**src/rtl/traffic_light_pkg.sv**
```systemverilog
// Shared state encoding and lamp patterns for the two-way traffic light controller.
// Lamp vectors are packed as {red1, yellow1, green1, red2, yellow2, green2}.
package traffic_light_pkg;

  typedef enum logic [2:0] {
    R1G2,
    R1Y2,
    RR_A,
    G1R2,
    Y1R2,
    RR_B,
    FLASH
  } state_t;

  localparam logic [5:0] LAMPS_R1G2     = 6'b100_001;
  localparam logic [5:0] LAMPS_R1Y2     = 6'b100_010;
  localparam logic [5:0] LAMPS_RR       = 6'b100_100;
  localparam logic [5:0] LAMPS_G1R2     = 6'b001_100;
  localparam logic [5:0] LAMPS_Y1R2     = 6'b010_100;
  localparam logic [5:0] LAMPS_FLASH_ON = 6'b010_010;
  localparam logic [5:0] LAMPS_OFF      = 6'b000_000;

  function automatic state_t next_normal(input state_t s);
    case (s)
      R1G2:    return R1Y2;
      R1Y2:    return RR_A;
      RR_A:    return G1R2;
      G1R2:    return Y1R2;
      Y1R2:    return RR_B;
      default: return R1G2;
    endcase
  endfunction

endpackage

```
**src/rtl/traffic_light_controller_flasher.sv**
```systemverilog
// Flash-mode blinker: half-period counter plus on/off phase toggle.
// While clr is high the phase is held on and the counter held at zero.
module tl_flasher #(
  parameter int HALF_CYCLES = 8_000_000
) (
  input  logic clk,
  input  logic rst,
  input  logic clr,
  output logic phase
);

  localparam int CW = $clog2(HALF_CYCLES) + 1;
  localparam logic [CW-1:0] LAST = CW'(HALF_CYCLES - 1);

  logic [CW-1:0] cnt_q, cnt_d;
  logic          phase_q, phase_d;

  always_comb begin
    cnt_d   = cnt_q;
    phase_d = phase_q;
    if (clr) begin
      cnt_d   = '0;
      phase_d = 1'b1;
    end else if (cnt_q == LAST) begin
      cnt_d   = '0;
      phase_d = ~phase_q;
    end else begin
      cnt_d = cnt_q + CW'(1);
    end
  end

  always_ff @(posedge clk or posedge rst) begin
    if (rst) begin
      cnt_q   <= '0;
      phase_q <= 1'b1;
    end else begin
      cnt_q   <= cnt_d;
      phase_q <= phase_d;
    end
  end

  assign phase = phase_q;

endmodule

```
**src/rtl/traffic_light_controller.sv**
```systemverilog
// Six-phase two-way traffic light sequencer with a flashing-yellow override mode.
// Lamps are decoded from registered state only, so mode_switch never reaches them combinationally.
module traffic_light_controller
  import traffic_light_pkg::*;
#(
  parameter int GREEN_CYCLES      = 160_000_000,
  parameter int YELLOW_CYCLES     = 48_000_000,
  parameter int RED_RED_CYCLES    = 16_000_000,
  parameter int FLASH_HALF_CYCLES = 8_000_000
) (
  input  logic clk,
  input  logic rst,
  input  logic mode_switch,
  output logic red1,
  output logic yellow1,
  output logic green1,
  output logic red2,
  output logic yellow2,
  output logic green2
);

  localparam int MAX_GY     = (GREEN_CYCLES > YELLOW_CYCLES) ? GREEN_CYCLES : YELLOW_CYCLES;
  localparam int MAX_RF     = (RED_RED_CYCLES > FLASH_HALF_CYCLES) ? RED_RED_CYCLES : FLASH_HALF_CYCLES;
  localparam int MAX_CYCLES = (MAX_GY > MAX_RF) ? MAX_GY : MAX_RF;
  localparam int CNT_W      = $clog2(MAX_CYCLES) + 1;

  localparam logic [CNT_W-1:0] GREEN_LAST  = CNT_W'(GREEN_CYCLES - 1);
  localparam logic [CNT_W-1:0] YELLOW_LAST = CNT_W'(YELLOW_CYCLES - 1);
  localparam logic [CNT_W-1:0] RR_LAST     = CNT_W'(RED_RED_CYCLES - 1);

  state_t           state_q, state_d;
  logic [CNT_W-1:0] cnt_q, cnt_d;
  logic [CNT_W-1:0] last_cnt;
  logic             flash_clr;
  logic             flash_phase;
  logic [5:0]       lamps;

  always_comb begin
    case (state_q)
      R1G2, G1R2: last_cnt = GREEN_LAST;
      R1Y2, Y1R2: last_cnt = YELLOW_LAST;
      RR_A, RR_B: last_cnt = RR_LAST;
      default:    last_cnt = '0;
    endcase
  end

  // Flash has priority from any state; leaving flash always restarts with a full green.
  always_comb begin
    state_d = state_q;
    cnt_d   = cnt_q;
    if (!mode_switch) begin
      state_d = FLASH;
      cnt_d   = '0;
    end else if (state_q == FLASH) begin
      state_d = R1G2;
      cnt_d   = '0;
    end else if (cnt_q == last_cnt) begin
      state_d = next_normal(state_q);
      cnt_d   = '0;
    end else begin
      cnt_d = cnt_q + CNT_W'(1);
    end
  end

  always_ff @(posedge clk or posedge rst) begin
    if (rst) begin
      state_q <= R1G2;
      cnt_q   <= '0;
    end else begin
      state_q <= state_d;
      cnt_q   <= cnt_d;
    end
  end

  // Holding the blinker cleared outside FLASH makes every entry start on a fresh "on" half.
  assign flash_clr = (state_q != FLASH);

  tl_flasher #(
    .HALF_CYCLES(FLASH_HALF_CYCLES)
  ) u_flasher (
    .clk  (clk),
    .rst  (rst),
    .clr  (flash_clr),
    .phase(flash_phase)
  );

  always_comb begin
    case (state_q)
      R1G2:       lamps = LAMPS_R1G2;
      R1Y2:       lamps = LAMPS_R1Y2;
      RR_A, RR_B: lamps = LAMPS_RR;
      G1R2:       lamps = LAMPS_G1R2;
      Y1R2:       lamps = LAMPS_Y1R2;
      FLASH:      lamps = flash_phase ? LAMPS_FLASH_ON : LAMPS_OFF;
      default:    lamps = LAMPS_R1G2;
    endcase
  end

  assign {red1, yellow1, green1, red2, yellow2, green2} = lamps;

endmodule

```
**config.mk**
```make
export PLATFORM = sky130hd
export DESIGN_NAME = traffic_light_controller
export DESIGN_NICKNAME = d
export VERILOG_FILES = /design/src/rtl/traffic_light_pkg.sv /design/src/rtl/traffic_light_controller_flasher.sv /design/src/rtl/traffic_light_controller.sv
export SDC_FILE = /design/constraint.sdc
export NUM_CORES = 1
export LEC_CHECK = 0
export ABC_AREA = 1
export BUFFER_PORTS_ARGS = -buffer_cell sky130_fd_sc_hd__buf_4
export CAP_MARGIN = 20
export CORE_MARGIN = 4
export CORE_UTILIZATION = 30
export CTS_CLUSTER_SIZE = 16
export DETAILED_ROUTE_END_ITERATION = 8
export PLACE_DENSITY = 0.51
export REMOVE_ABC_BUFFERS = 1
export SLEW_MARGIN = 10
export SYNTH_ARGS = -nofsm -noshare
export SYNTH_HDL_FRONTEND = slang
export SYNTH_SLANG_ARGS = --single-unit
export TNS_END_PERCENT = 5
```
**constraint.sdc**
```tcl
create_clock -name clk -period 2.1 [get_ports clk]
set_input_delay 0.315 -clock clk [delete_from_list [all_inputs] [get_ports clk]]
set_output_delay 0.315 -clock clk [all_outputs]
set_load 0.02 [all_outputs]
```
==> qor.yml <==
ctsHoldBuffers: 0
rrSetupSlack_ns: 0.23
hold_class: "input pin to async pin"
final.period_utilization: 0.9327
ir_worst_vdd_v: 0.0005392
drv_cap: 0
fp-row-count: 39
design_area_sq_um: 4030
drtAntennaViolNets: 0
synth-seq-cells: 57
cts_tree: "yes"
crit_path_cell_trace: "nand2_4 > nor2_2 > nand2_1 > nand2_1 > buf_4"
outcome: "finished clean"
finalHoldViolations: 0
crit_arrival_ns: 1.64
grt_start_max_net_pins: 28
rsz0062_at_grt: "false"
dieWidth_microns: 116.2
start_util: 0.3078
cp.required_ns: 1.78
slew_viol_final: 0
path_common_cell: "nand2_1"
die_h_microns: 116.2
syn-cell-area_sq_um: 3515
p_per_area_nw_per_um2: 975.1
numCtsBuffers: 9
path_class: "register to output port"
synth_area_per_cell_sq_um: 7.292
grt-ovfl-total: 0
grt_pass1_wl_mm: 14.72
n_antenna_cell: 0
drive_above_1_share: 0.1352
period_minus_slack_ns: 1.959
htreeDepth: 3
tightest_slew_ns: 0.6113
clkSlewWorstSetupHoldPaths_ns: 0.05
post_dp_cell_area_sq_um: 3732
clk_latency_ns: 0.33
grt_pass1_vias: 3137
drt-pass1-iter-count: 4
ioPinCount: 9
die_area_sq_um: 13510
final_common_cell: "nand2_1"
cp-end-kind: "output port"
routed_wl_mm: 8.315
hpwl_mm: 6.261
setup_viol: 0
timing.slew.headroom: 0.5919
finClkSkew_ns: 0.006125
max_freq_mhz: 510.5
clockRootBuffer: "clkbuf_16"
syn_inst: 482
clk_path_buf_depth: 2
cp_slowest_stage_delay_ns: 0.49
slowest_stage: "dfrtp_2"
port_buffers: 8
core_area_sq_um: 11420
wire_per_inst_microns: 12.87
antenna_found_initial: 0
r2r_cells: 10
vias: 3046
first_iter_violations: 170
critPathMaxFanout: 8
synth_warnings: 0
avgViaCountPerCell: 4.715
synth_cell_type_count: 31
area_growth_pct: 14.67
place_congestion: 0.8811
r2r_start: "state_q[0]"
cts.sinks: 57
leakagePower_nw: 1.729
grt.total_usage: 0.1381
startpoint_type: "register"
reg2reg_to: "cnt_q[28]"
setup_tns_ns: 0
layout.nets: 504
final_cell_mix: "105 x nand2_1, 95 x nor2_1, 56 x inv_1, 54 x dfrtp_1, 40 x nand3_1"
yosysSeqAreaShare: 0.4062
drc: 0
fillers: 1204
[worst max-delay path, delay by kind of cell (launching register included)]
family / cells / cell delay [ns]
DFF: 1 / 0.49
and+or+nand+nor: 4 / 0.68
buffers and inverters: 1 / 0.14
[metal layers]
metal	vias to the layer above	track usage	routed length [microns]
met2	49	0.2330	4091
met5	-	0	0
li1	1562	-	-
met3	19	0.04249	244
met1	1416	0.1647	3780
met4	0	0.05336	199
[sequential cells by signal (all words and copies together), names as in the netlist]
signal           cells
u_flasher.phase      1
cnt_q               29
state_q              3
u_flasher.cnt_q     24
[synth_stat cells, drive strengths merged]
cell type,count,area share
inv,63,0.068
nand2,111,0.13
o21ai,6,0.0085
nor4,2,0.0036
xor2,20,0.050
dfrtp,56,0.40
dfstp,1,0.0075
o211ai,1,0.0021
a21oi,8,0.012
nand4,9,0.016
buf,7,0.020
nor3b,3,0.0064
nand3b,1,0.0021
xnor2,6,0.015
nand3,50,0.085
a31oi,1,0.0018
ha,2,0.0071
nor2,105,0.12
nor3,30,0.049
[through the flow]
| stage | worst slack (ns) | cells | total power, mW | hold slack, ns | utilization |
|---|---|---|---|---|---|
| final | 0.1413 | 646 | 3.930 | 0.07024 | 0.3529 |
| after detailed placement | 0.1834 | 631 | 2.505 | 0.4518 | 0.3269 |
| after global placement | 0.2524 | 631 | 2.491 | 0.4445 | 0.3269 |
| after floorplan | 0.3870 | 475 | 2.091 | 0.4321 | - |
| after global routing | 0.02573 | 646 | 4.189 | 0.1224 | 0.3529 |
| after CTS | 0.03223 | 646 | 3.999 | 0.09351 | 0.3528 |
[worst max path at each step]
| stage | startpoint | to | slack, ns | cells past startpoint |
|---|---|---|---|---|
| 2_1_floorplan | rst | cnt_q[0] | 0.39 | 1 |
| 3_3_place_gp | state_q[1] | cnt_q[23] | 0.25 | 10 |
| 3_5_place_dp | state_q[1] | cnt_q[28] | 0.18 | 10 |
| 4_1_cts | state_q[2] | yellow2 | 0.03 | 5 |
| 5_1_grt | state_q[1] | yellow1 | 0.03 | 5 |
| 6_report | state_q[1] | yellow2 | 0.14 | 5 |
[report_power, final]
| group | internal [mW] | switching, mW |
|---|---|---|
| clock | 0.940 | 0.517 |
| combinational | 0.398 | 0.758 |
| sequential | 1.18 | 0.136 |
| total | 2.52 | 1.41 |
[area by class of cell]
cell class,instances,area (sq um),area share
Multi-Input combinational cell,355,1777,0.4409
Inverter,63,239.0,0.05930
Sequential cell,57,1430,0.3549
Tap cell,143,178.9,0.04440
Clock inverter,5,56.30,0.01397
Timing Repair Buffer,13,110.1,0.02732
Clock buffer,10,239.0,0.05930
[cell families after synthesis]
logic type	count (synthesis)	share of synthesized area
and+or+nand+nor	311	0.4087
adders and majority gates	2	0.007119
buffers and inverters	70	0.08829
DFF	57	0.4062
AOI/OAI and AO/OA	16	0.02492
xor gates and xnor gates	26	0.06479
[what timing repair did]
item | CTS | global route
resized for setup | 1 | 1
setup buffers | 0 | 0
gates cloned | 0 | 0
endpoints found under the setup margin | 2 | 2
(Power assumes the default switching activity.)
